[config.mk]
export PLATFORM = sky130hd
export DESIGN_NAME = button_debounce
export DESIGN_NICKNAME = d
export VERILOG_FILES = /design/src/rtl/button_debounce_pkg.sv /design/src/rtl/button_debounce_chan.sv /design/src/rtl/button_debounce.sv
export SDC_FILE = /design/constraint.sdc
export NUM_CORES = 1
export LEC_CHECK = 0
export BUFFER_PORTS_ARGS = -buffer_cell sky130_fd_sc_hd__buf_2
export CAP_MARGIN = 20
export CORE_MARGIN = 2
export CORE_UTILIZATION = 50
export DETAILED_ROUTE_END_ITERATION = 12
export GPL_ROUTABILITY_DRIVEN = 0
export PLACE_DENSITY = 0.69
export SYNTH_ARGS = -nofsm -noshare
export SYNTH_HDL_FRONTEND = slang
export SYNTH_SLANG_ARGS = --single-unit
[constraint.sdc]
create_clock -name clk -period 4.85 [get_ports clk]
set_input_delay 0.97 -clock clk [delete_from_list [all_inputs] [get_ports clk]]
set_output_delay 0.97 -clock clk [all_outputs]
set_load 0.05 [all_outputs]
[src/rtl/button_debounce_pkg.sv]
// Shared board constants for the button front end: default sizing, channel order
// and width helpers used by the debounce blocks.
package button_debounce_pkg;

  localparam int DEF_CHANNELS     = 6;
  localparam int DEF_TICK_DIV     = 16000;
  localparam int DEF_STABLE_TICKS = 5;

  typedef enum logic [2:0] {
    CH_A     = 3'd0,
    CH_B     = 3'd1,
    CH_UP    = 3'd2,
    CH_DOWN  = 3'd3,
    CH_LEFT  = 3'd4,
    CH_RIGHT = 3'd5
  } chan_idx_e;

  function automatic int cnt_width(input int stable_ticks);
    return (stable_ticks < 1) ? 1 : $clog2(stable_ticks + 1);
  endfunction

  function automatic int div_width(input int tick_div);
    return (tick_div > 1) ? $clog2(tick_div) : 1;
  endfunction

endpackage

[src/rtl/button_debounce_chan.sv]
// One debounce channel: 2-flop synchronizer, tick-qualified persistence counter,
// accepted level and registered press/release pulses.
module button_debounce_chan
  import button_debounce_pkg::*;
#(
  parameter int STABLE_TICKS = DEF_STABLE_TICKS
) (
  input  logic clk,
  input  logic rst,
  input  logic tick,
  input  logic raw,
  output logic stable,
  output logic press_pulse,
  output logic release_pulse
);

  localparam int CNT_W = cnt_width(STABLE_TICKS);
  localparam logic [CNT_W-1:0] LAST = CNT_W'(STABLE_TICKS - 1);

  logic             meta_p0;
  logic             sync_p1;
  logic [CNT_W-1:0] cnt;

  always_ff @(posedge clk) begin
    if (rst) begin
      meta_p0       <= 1'b0;
      sync_p1       <= 1'b0;
      stable        <= 1'b0;
      cnt           <= '0;
      press_pulse   <= 1'b0;
      release_pulse <= 1'b0;
    end else begin
      // synchronizer stage boundary: meta_p0 -> sync_p1
      meta_p0       <= raw;
      sync_p1       <= meta_p0;
      press_pulse   <= 1'b0;
      release_pulse <= 1'b0;
      if (sync_p1 == stable) begin
        cnt <= '0;
      end else if (tick) begin
        if (cnt == LAST) begin
          stable        <= sync_p1;
          cnt           <= '0;
          press_pulse   <= sync_p1;
          release_pulse <= ~sync_p1;
        end else begin
          cnt <= cnt + CNT_W'(1);
        end
      end
    end
  end

endmodule

[src/rtl/button_debounce.sv]
// Board button debouncer: shared sample-tick prescaler feeding independent
// per-channel debounce blocks; outputs are active-low levels plus edge pulses.
module button_debounce
  import button_debounce_pkg::*;
#(
  parameter int CHANNELS     = DEF_CHANNELS,
  parameter int TICK_DIV     = DEF_TICK_DIV,
  parameter int STABLE_TICKS = DEF_STABLE_TICKS
) (
  input  logic                clk,
  input  logic                rst,
  input  logic [CHANNELS-1:0] btn_raw,
  output logic [CHANNELS-1:0] btn_n,
  output logic [CHANNELS-1:0] btn_press,
  output logic [CHANNELS-1:0] btn_release,
  output logic                any_change
);

  logic                tick;
  logic [CHANNELS-1:0] stable;

  generate
    if (TICK_DIV <= 1) begin : g_tick_every
      assign tick = 1'b1;
    end else begin : g_prescale
      localparam int DIV_W = div_width(TICK_DIV);
      localparam logic [DIV_W-1:0] DIV_LAST = DIV_W'(TICK_DIV - 1);
      logic [DIV_W-1:0] div_cnt;

      always_ff @(posedge clk) begin
        if (rst) begin
          div_cnt <= '0;
        end else if (div_cnt == DIV_LAST) begin
          div_cnt <= '0;
        end else begin
          div_cnt <= div_cnt + DIV_W'(1);
        end
      end

      assign tick = (div_cnt == DIV_LAST);
    end

    for (genvar i = 0; i < CHANNELS; i++) begin : g_chan
      button_debounce_chan #(
        .STABLE_TICKS(STABLE_TICKS)
      ) u_chan (
        .clk          (clk),
        .rst          (rst),
        .tick         (tick),
        .raw          (btn_raw[i]),
        .stable       (stable[i]),
        .press_pulse  (btn_press[i]),
        .release_pulse(btn_release[i])
      );
    end
  endgenerate

  assign btn_n      = ~stable;
  assign any_change = |(btn_press | btn_release);

endmodule

# --- Word-level counts from Yosys, hierarchy flattened ---
# Index checks and enable logic that the tools add are counted.
word_totals:
  ff_bits: 62
  input_bits: 8
  out_inout_bits: 19
  elab_cells: 104
classes:
  add_sub_neg: 7
  n_eq_ne: 13
  muxes: 6
  n_bitwise: 21
  n_reduce_logical: 20
ops:
  columns: ["cell", "n"]
  rows:
  - ["OR reduction 4 bit", 6]
  - ["inverter 1 bit", 19]
  - ["adder 3 x 1 -> 3 bit, second input constant", 6]
  - ["equality test 3 bit, second input constant", 6]
  - ["2-to-1 mux 3 bit", 6]
  - ["AND reduction 3 bit", 6]
  - ["adder 14 x 1 -> 14 bit, second input constant", 1]
  - ["equality test 14 bit, second input constant", 1]
  - ["OR reduction 2 bit", 7]
  - ["equality test 1 bit", 6]
  - ["inverter 6 bit", 1]
  - ["OR 6 bit", 1]
  - ["OR reduction 6 bit", 1]

# --- Logic depth before layout (Yosys ltp) ---
# Gate-level depths: netlist of the first run.
depth:
  ltp_word: 3
  ltp_mapped: 7

# --- Modules after synthesis ---
# A second synthesis of the first run with hierarchy kept.
unflattened:
  cells_unflattened: 265
  area_unflattened_um2: 2551.2
modules_own_cells:
  columns: ["module", "n_inst", "cells_per_inst", "area_per_inst_um2"]
  rows:
  - ["button_debounce_chan at g_chan[0].u_chan ...", 3, 32, 315.3]
  - ["button_debounce_chan at g_chan[3].u_chan ...", 3, 31, 312.8]
  - ["button_debounce", 1, 76, 666.9]

# --- Least setup slack after synthesis of the first run ---
# Ideal clock, no wire load.
synth_timing:
  kind: "register to output"
  from: "reg g_chan[1].u_chan.press_pulse"
  to: "out any_change"
  arrival_ns: 0.977
  required_ns: 3.880
  slack_ns: 2.903
  path_stages_with_launch: 3
  path_cell_list: "dfxtp_1 > nor4_1 > nand3_1"
synth_between:
  elab_chain_len: 2
synth_lines:
  columns: ["item", "line", "text"]
  rows:
  - ["from (decl)", "button_debounce_chan.sv:13", "output logic press_pulse,"]
  - ["from (signal assigned)", "button_debounce_chan.sv:44", "press_pulse <= sync_p1;"]
  - ["OR 6 bit", "button_debounce.sv:59", "assign any_change = |(btn_press | btn_release);"]
  - ["OR reduction 6 bit", "button_debounce.sv:59", null]
  - ["to (decl)", "button_debounce.sv:16", "output logic any_change"]
# No other way between the ends.

# --- Final worst setup path of the first run ---
layout_timing:
  from: "reg g_chan[3].u_chan.press_pulse"
  to: "out any_change"
layout_between:
  elab_chain_len: 2
layout_lines:
  columns: ["item", "line"]
  rows:
  - ["from (decl)", "button_debounce_chan.sv:13"]
  - ["from (signal assigned)", "button_debounce_chan.sv:44"]
  - ["OR 6 bit", "button_debounce.sv:59"]
  - ["OR reduction 6 bit", "button_debounce.sv:59"]
# No other way between the ends.

==> impl_metrics.env, run 1 <==
export IMPL_grt_pass1_vias=1826
export IMPL_total_power_mw=0.900
export IMPL_yosysSeqAreaShare_pct=46.1
export IMPL_cts_clk_slew_worst_paths_ns=0.06
export IMPL_final_nets=336
export IMPL_start_kind="flip-flop"
export IMPL_port_buffers=26
export IMPL_worst_pin_slew_ns=0.795
export IMPL_syn_num_nets=321
export IMPL_finalWirelength_um=4600
export IMPL_cts_hold_buf=0
export IMPL_cp_required_ns=3.88
export IMPL_io_pins=27
export IMPL_synth_cells=300
export IMPL_postSynthAreaPerCell_sq_um=8.98
export IMPL_cts_root_buf="clkbuf_8"
export IMPL_slew_headroom_pct=47.0
export IMPL_end_kind="output pin"
export IMPL_cts_setup_buffers=0
export IMPL_clockBufferDepth=2
export IMPL_antenna_found_initial=0
export IMPL_grt_pass1_wl_um=8010
export IMPL_critPathTopFamily="simple AND/OR/NAND/NOR gates"
export IMPL_reg2reg_to="g_chan[2].u_chan.stable$_SDFFE_PP0P_"
export IMPL_overflow=0
export IMPL_clk_latency_ns=0.33
export IMPL_wire_per_inst_um=11.8
export IMPL_skew_ns=0.00471
export IMPL_core_area_sq_um=5140
export IMPL_area_growth_pct=8.32
export IMPL_critPathSlowestCell="nor4_1"
export IMPL_final_hold_violation_count=0
export IMPL_tritoncts="built"
export IMPL_multi_input_area_sq_um=1210
export IMPL_leakage_nw=1.06
export IMPL_crit_fanout=2
export IMPL_post_dp_hpwl_um=3110
export IMPL_ant_nets=0
export IMPL_die_area_sq_um=5990
export IMPL_initial_core_util_pct=52.4
export IMPL_pre_cts_slack_ns=2.76
export IMPL_peakVddDrop_mv=0.228
export IMPL_layout_drive_gt1_share_pct=14.1
export IMPL_fin_setup_tns_ns=0
export IMPL_finalWorstSetupSlack_ns=2.53
export IMPL_setup_violations=0
export IMPL_final_cell_area_sq_um=2920
export IMPL_synth_area_sq_um=2690
export IMPL_drtIter0Drc=73
export IMPL_fin_crit_ns=2.32
export IMPL_crit_buf_inv=1
export IMPL_min_path_type="flip-flop to flip-flop"
export IMPL_worstPathCellList="nor4_1 > nand3_1 > buf_2"
export IMPL_die_h_um=77.4
export IMPL_first_pass_iters=4
export IMPL_status="finished clean"
export IMPL_critPathMaxStageDelay_ns=0.37
export IMPL_grt_setup_unrepaired="no"
export IMPL_drv_cap=0
export IMPL_dr_total_vias=1942
export IMPL_diodes=0
export IMPL_fin_crit_sh_pct=47.9
export IMPL_cts_made_buffers=9
export IMPL_synth_warnings=0
export IMPL_rr_worst_depth=5
export IMPL_finalMaxSlewViolations=0
export IMPL_grt_util_all_layers_pct=16.9
export IMPL_crit_type="flip-flop to output pin"
export IMPL_placed_area_sq_um=2770
export IMPL_power_density_nw_per_um2=309
export IMPL_fp_row_count=26
export IMPL_min_to="g_chan[5].u_chan.sync_p1$_SDFF_PP0_"
export IMPL_fmax_ghz=0.431
export IMPL_synth_seq_cells=62
export IMPL_post_cts_resized=0
export IMPL_synth_cell_types=29
export IMPL_drcViolationCount=0
export IMPL_regArea_sq_um=1240
export IMPL_viasPerCell=4.99
export IMPL_fill_cells=517
export IMPL_cts_sinks=62
export IMPL_rr_startpoint="g_prescale.div_cnt[0]$_SDFF_PP0_"
export IMPL_hp_start="g_chan[5].u_chan.meta_p0$_SDFF_PP0_"
export IMPL_grt_start_max_net_pins=47
export IMPL_min_path_cells=1
export IMPL_die_w_um=77.4
export IMPL_htree_levels=3
export IMPL_reg2reg_setup_slack_ns=2.81
export IMPL_crit_arrival_ns=1.35
worst register-to-register path: cells and delay by family, from the launching register on:
family	cells	cell delay, ns
AND/OR/NAND/NOR	2	0.99
AO/OA/AOI/OAI	2	0.32
adder cells (fa/ha/maj)	1	0.21
flip-flops	1	0.37
stage by stage:
step	utilization, %	hold WS (ns)	instances
after floorplan	-	0.414	300
after global placement	53.8	0.416	374
after detailed placement	53.8	0.422	374
after CTS	56.7	0.436	389
after global routing	56.7	0.456	389
final	56.7	0.432	389
registers in the layout, indices dropped and copies added, names as in the netlist:
name                         cells
g_chan.u_chan.release_pulse      6
g_prescale.div_cnt              14
g_chan.u_chan.press_pulse        6
g_chan.u_chan.stable             6
g_chan.u_chan.meta_p0            6
g_chan.u_chan.sync_p1            6
g_chan.u_chan.cnt               18
area by class of cell:
cell class	count	share of cell area (%)
flip-flops and latches	62	42.6
well taps	70	3.00
clock inverters	2	0.343
inverters	24	3.09
multi-input cells	191	41.5
repair buffers	27	4.72
clock buffers	13	4.76
Yosys cell counts, drive strengths merged:
master	count	share of area [%]
a2111oi	1	0.33
nand2b	14	3.3
a21o	2	0.56
nor4	10	4.0
a41oi	1	0.33
a21oi	25	4.6
nor3	27	5.0
buf	17	4.7
dfxtp	62	46
o21ai	9	1.7
nor2	11	1.5
or3	1	0.23
nor2b	12	2.8
xor2	5	1.6
nor3b	1	0.28
ha	13	6.0
or4	1	0.42
clkbuf	6	0.84
xnor2	9	2.9
nand2	28	3.9
inv	24	3.3
mux2i	4	1.5
nand3	12	2.6
nand4	4	0.93
or3b	1	0.42
layer usage:
layer	track usage, %	wire (um)	vias to the layer above
li1	-	-	1020
met4	6.96	73	0
met3	6.05	213	7
met2	27.4	2060	33
met5	0	0	-
met1	20.4	2250	882
worst max path at each step:
| stage | from | to | slack (ns) | cells after the start |
|---|---|---|---|---|
| global placement | rst | g_chan[3].u_chan.cnt[2]$_SDFFE_PP0N_ | 2.77 | 3 |
| finish | g_chan[3].u_chan.press_pulse$_SDFF_PP0_ | any_change | 2.53 | 3 |
| global route | g_chan[3].u_chan.press_pulse$_SDFF_PP0_ | any_change | 2.40 | 3 |
| floorplan | g_chan[1].u_chan.press_pulse$_SDFF_PP0_ | any_change | 2.90 | 2 |
| detailed placement | rst | g_chan[3].u_chan.cnt[2]$_SDFFE_PP0N_ | 2.76 | 3 |
| CTS | g_chan[3].u_chan.press_pulse$_SDFF_PP0_ | any_change | 2.52 | 3 |
report_power, final:
part | switching [mW] | internal [mW] | leakage, nW
clock network | 0.178 | 0.182 | 0.0773
registers | 0.00457 | 0.516 | 0.502
logic | 0.0111 | 0.00957 | 0.485
placed cells by master, fill, tap and decap left out, types with 2 or more instances in the layout:
cell	Yosys	layout
inv_1	24	24
nor4_1	7	7
dfxtp_1	62	62
nand3_1	10	10
xnor2_1	9	9
nor3_1	27	27
nand2b_1	14	14
nor4_4	3	3
nand2_1	28	28
a21oi_1	25	25
clkbuf_1	6	4
nor2b_1	12	12
nand4_1	4	4
clkinv_2	0	2
nand3_2	2	2
clkbuf_8	0	9
xor2_1	5	5
ha_1	13	13
buf_2	3	26
mux2i_1	4	4
a21o_1	2	2
o21ai_0	9	9
nor2_1	11	11
logic make-up after synthesis:
kind of cell / after synthesis / synth area share [%]
buffers and inverters: 47 / 8.92
AND/OR/NAND/NOR: 122 / 25.4
multiplexers: 4 / 1.49
AO/OA/AOI/OAI: 38 / 7.53
adder cells (fa/ha/maj): 13 / 6.04
XOR/XNOR: 14 / 4.55
flip-flops: 62 / 46.1
No activity file was read; power rests on OpenSTA's default activity.
==> inputs of run 2 (changes only) <==
PLACE_DENSITY = 0.72   (was 0.69)
clock period = 1.9 ns   (was 4.85 ns; I/O delays follow)
==> impl_metrics.env, run 2 (synthesis results as in run 1) <==
export IMPL_reg2reg_setup_slack_ns=0.05
export IMPL_final_hold_violation_count=0
export IMPL_final_common_cell="dfxtp_1"
export IMPL_min_path_cells=2
export IMPL_min_path_type="input port to flip-flop"
export IMPL_worst_pin_slew_ns=0.514
export IMPL_initial_core_util_pct=52.4
export IMPL_clockBufferDepth=2
export IMPL_drv_cap=0
export IMPL_reg2reg_to="g_chan[5].u_chan.release_pulse$_SDFF_PP0_"
export IMPL_grt_util_all_layers_pct=17.5
export IMPL_viasPerCell=5.04
export IMPL_final_cell_area_sq_um=3090
export IMPL_start_kind="flip-flop"
export IMPL_cp_required_ns=2.19
export IMPL_final_nets=350
export IMPL_power_density_nw_per_um2=812
export IMPL_peakVddDrop_mv=0.586
export IMPL_largest_reg_flops=18
export IMPL_cts_root_buf="clkbuf_8"
export IMPL_fp_row_count=26
export IMPL_rr_startpoint="g_prescale.div_cnt[13]$_SDFF_PP0_"
export IMPL_setup_violations=0
export IMPL_grt_pass1_vias=1863
export IMPL_die_area_sq_um=5990
export IMPL_area_growth_pct=14.7
export IMPL_fmax_ghz=0.540
export IMPL_dr_total_vias=2036
export IMPL_grt_start_max_net_pins=27
export IMPL_instances_no_fill=404
export IMPL_io_pins=27
export IMPL_placed_area_sq_um=2870
export IMPL_critPathTopFamily="simple AND/OR/NAND/NOR gates"
export IMPL_finalMaxSlewViolations=0
export IMPL_critPathSlowestCell="or4_4"
export IMPL_hp_start="btn_raw[2]"
export IMPL_post_dp_hpwl_um=3380
export IMPL_port_buffers=26
export IMPL_reg_top3="g_chan.u_chan.cnt x18, g_prescale.div_cnt x14"
export IMPL_end_kind="flip-flop"
export IMPL_tritoncts="built"
export IMPL_htree_levels=3
export IMPL_grt_setup_unrepaired="yes"
export IMPL_critPathMaxStageDelay_ns=0.62
export IMPL_status="finished clean"
export IMPL_grt_pass1_wl_um=8250
export IMPL_largest_register="g_chan.u_chan.cnt"
export IMPL_min_to="g_chan[2].u_chan.meta_p0$_SDFF_PP0_"
export IMPL_die_w_um=77.4
export IMPL_diodes=0
export IMPL_drcViolationCount=0
export IMPL_crit_type="flip-flop to flip-flop"
export IMPL_drtIter0Drc=64
export IMPL_fin_crit_sh_pct=97.4
export IMPL_ant_nets=0
export IMPL_cts_made_buffers=9
export IMPL_leakage_nw=1.15
export IMPL_clk_latency_ns=0.34
export IMPL_wire_per_inst_um=11.7
export IMPL_final_cell_mix="dfxtp_1 (62), nand2_1 (28), buf_2 (26)"
export IMPL_cts_clk_slew_worst_paths_ns=0.07
export IMPL_skew_ns=0.00740
export IMPL_finalWirelength_um=4730
export IMPL_worstPathCellList="or3b_4 > or4_4 > nor4_1 > buf_4"
export IMPL_slew_headroom_pct=65.8
export IMPL_fin_util_pct=60.1
export IMPL_overflow=0
export IMPL_crit_arrival_ns=2.14
export IMPL_layout_drive_gt1_share_pct=19.8
export IMPL_crit_buf_inv=1
export IMPL_dp_cells=387
export IMPL_fin_crit_ns=1.85
export IMPL_die_h_um=77.4
export IMPL_core_area_sq_um=5140
export IMPL_first_pass_iters=4
export IMPL_cts_sinks=62
export IMPL_crit_fanout=9
export IMPL_rr_worst_depth=4
export IMPL_antenna_found_initial=0
[run 2: what timing repair did]
| item | CTS | global route |
|---|---|---|
| setup endpoints to repair | 0 | 22 |
| endpoints found under the hold margin | 0 | 0 |
| hold buffers | 0 | 0 |
| buffers inserted | 0 | 1 |
| gates resized for setup | 0 | 4 |
[run 2: report_power, final]
part           internal (mW)  total [mW]  switching [mW]
registers               1.32        1.33          0.0125
clock network          0.606        1.12           0.515
logic                 0.0287      0.0593          0.0307
total                   1.95        2.51           0.559
[run 2: routing by layer]
layer,wire [um],GRT usage (%),vias up
li1,-,-,1050
met1,2250,21.6,929
met2,2160,28.3,47
met3,222,3.95,10
met4,101,9.82,0
met5,0,0,-
[run 2: stage by stage]
stage	TNS, ns	hold WS, ns	setup WS [ns]	power [mW]
final	0	0.247	0.0493	2.51
after detailed placement	0	0.423	0.0550	1.42
after floorplan	0	0.414	0.0696	1.40
after CTS	0	0.238	0.00524	2.53
after global placement	0	0.418	0.101	1.42
after global routing	-0.0460	0.255	-0.0207	2.60
[run 2: worst max path at each step]
stage                                      startpoint  slack, ns  cells after the start                                   endpoint
floorplan            g_prescale.div_cnt[0]$_SDFF_PP0_       0.07                      7       g_chan[0].u_chan.cnt[2]$_SDFFE_PP0N_
global placement     g_prescale.div_cnt[1]$_SDFF_PP0_       0.10                      5  g_chan[5].u_chan.release_pulse$_SDFF_PP0_
detailed placement   g_prescale.div_cnt[1]$_SDFF_PP0_       0.05                      5  g_chan[2].u_chan.release_pulse$_SDFF_PP0_
CTS                  g_prescale.div_cnt[1]$_SDFF_PP0_      0.005                      5  g_chan[2].u_chan.release_pulse$_SDFF_PP0_
global route        g_prescale.div_cnt[13]$_SDFF_PP0_      -0.02                      4  g_chan[5].u_chan.release_pulse$_SDFF_PP0_
finish              g_prescale.div_cnt[13]$_SDFF_PP0_       0.05                      4  g_chan[5].u_chan.release_pulse$_SDFF_PP0_
[run 2: layout make-up]
class | count | area [sq um]
Sequential cell | 62 | 1240
Clock inverter | 7 | 75.1
Timing Repair Buffer | 41 | 250
Tap cell | 70 | 87.6
Fill cell | 452 | 2050
Multi-Input combinational cell | 191 | 1220
Clock buffer | 9 | 124
Inverter | 24 | 90.1
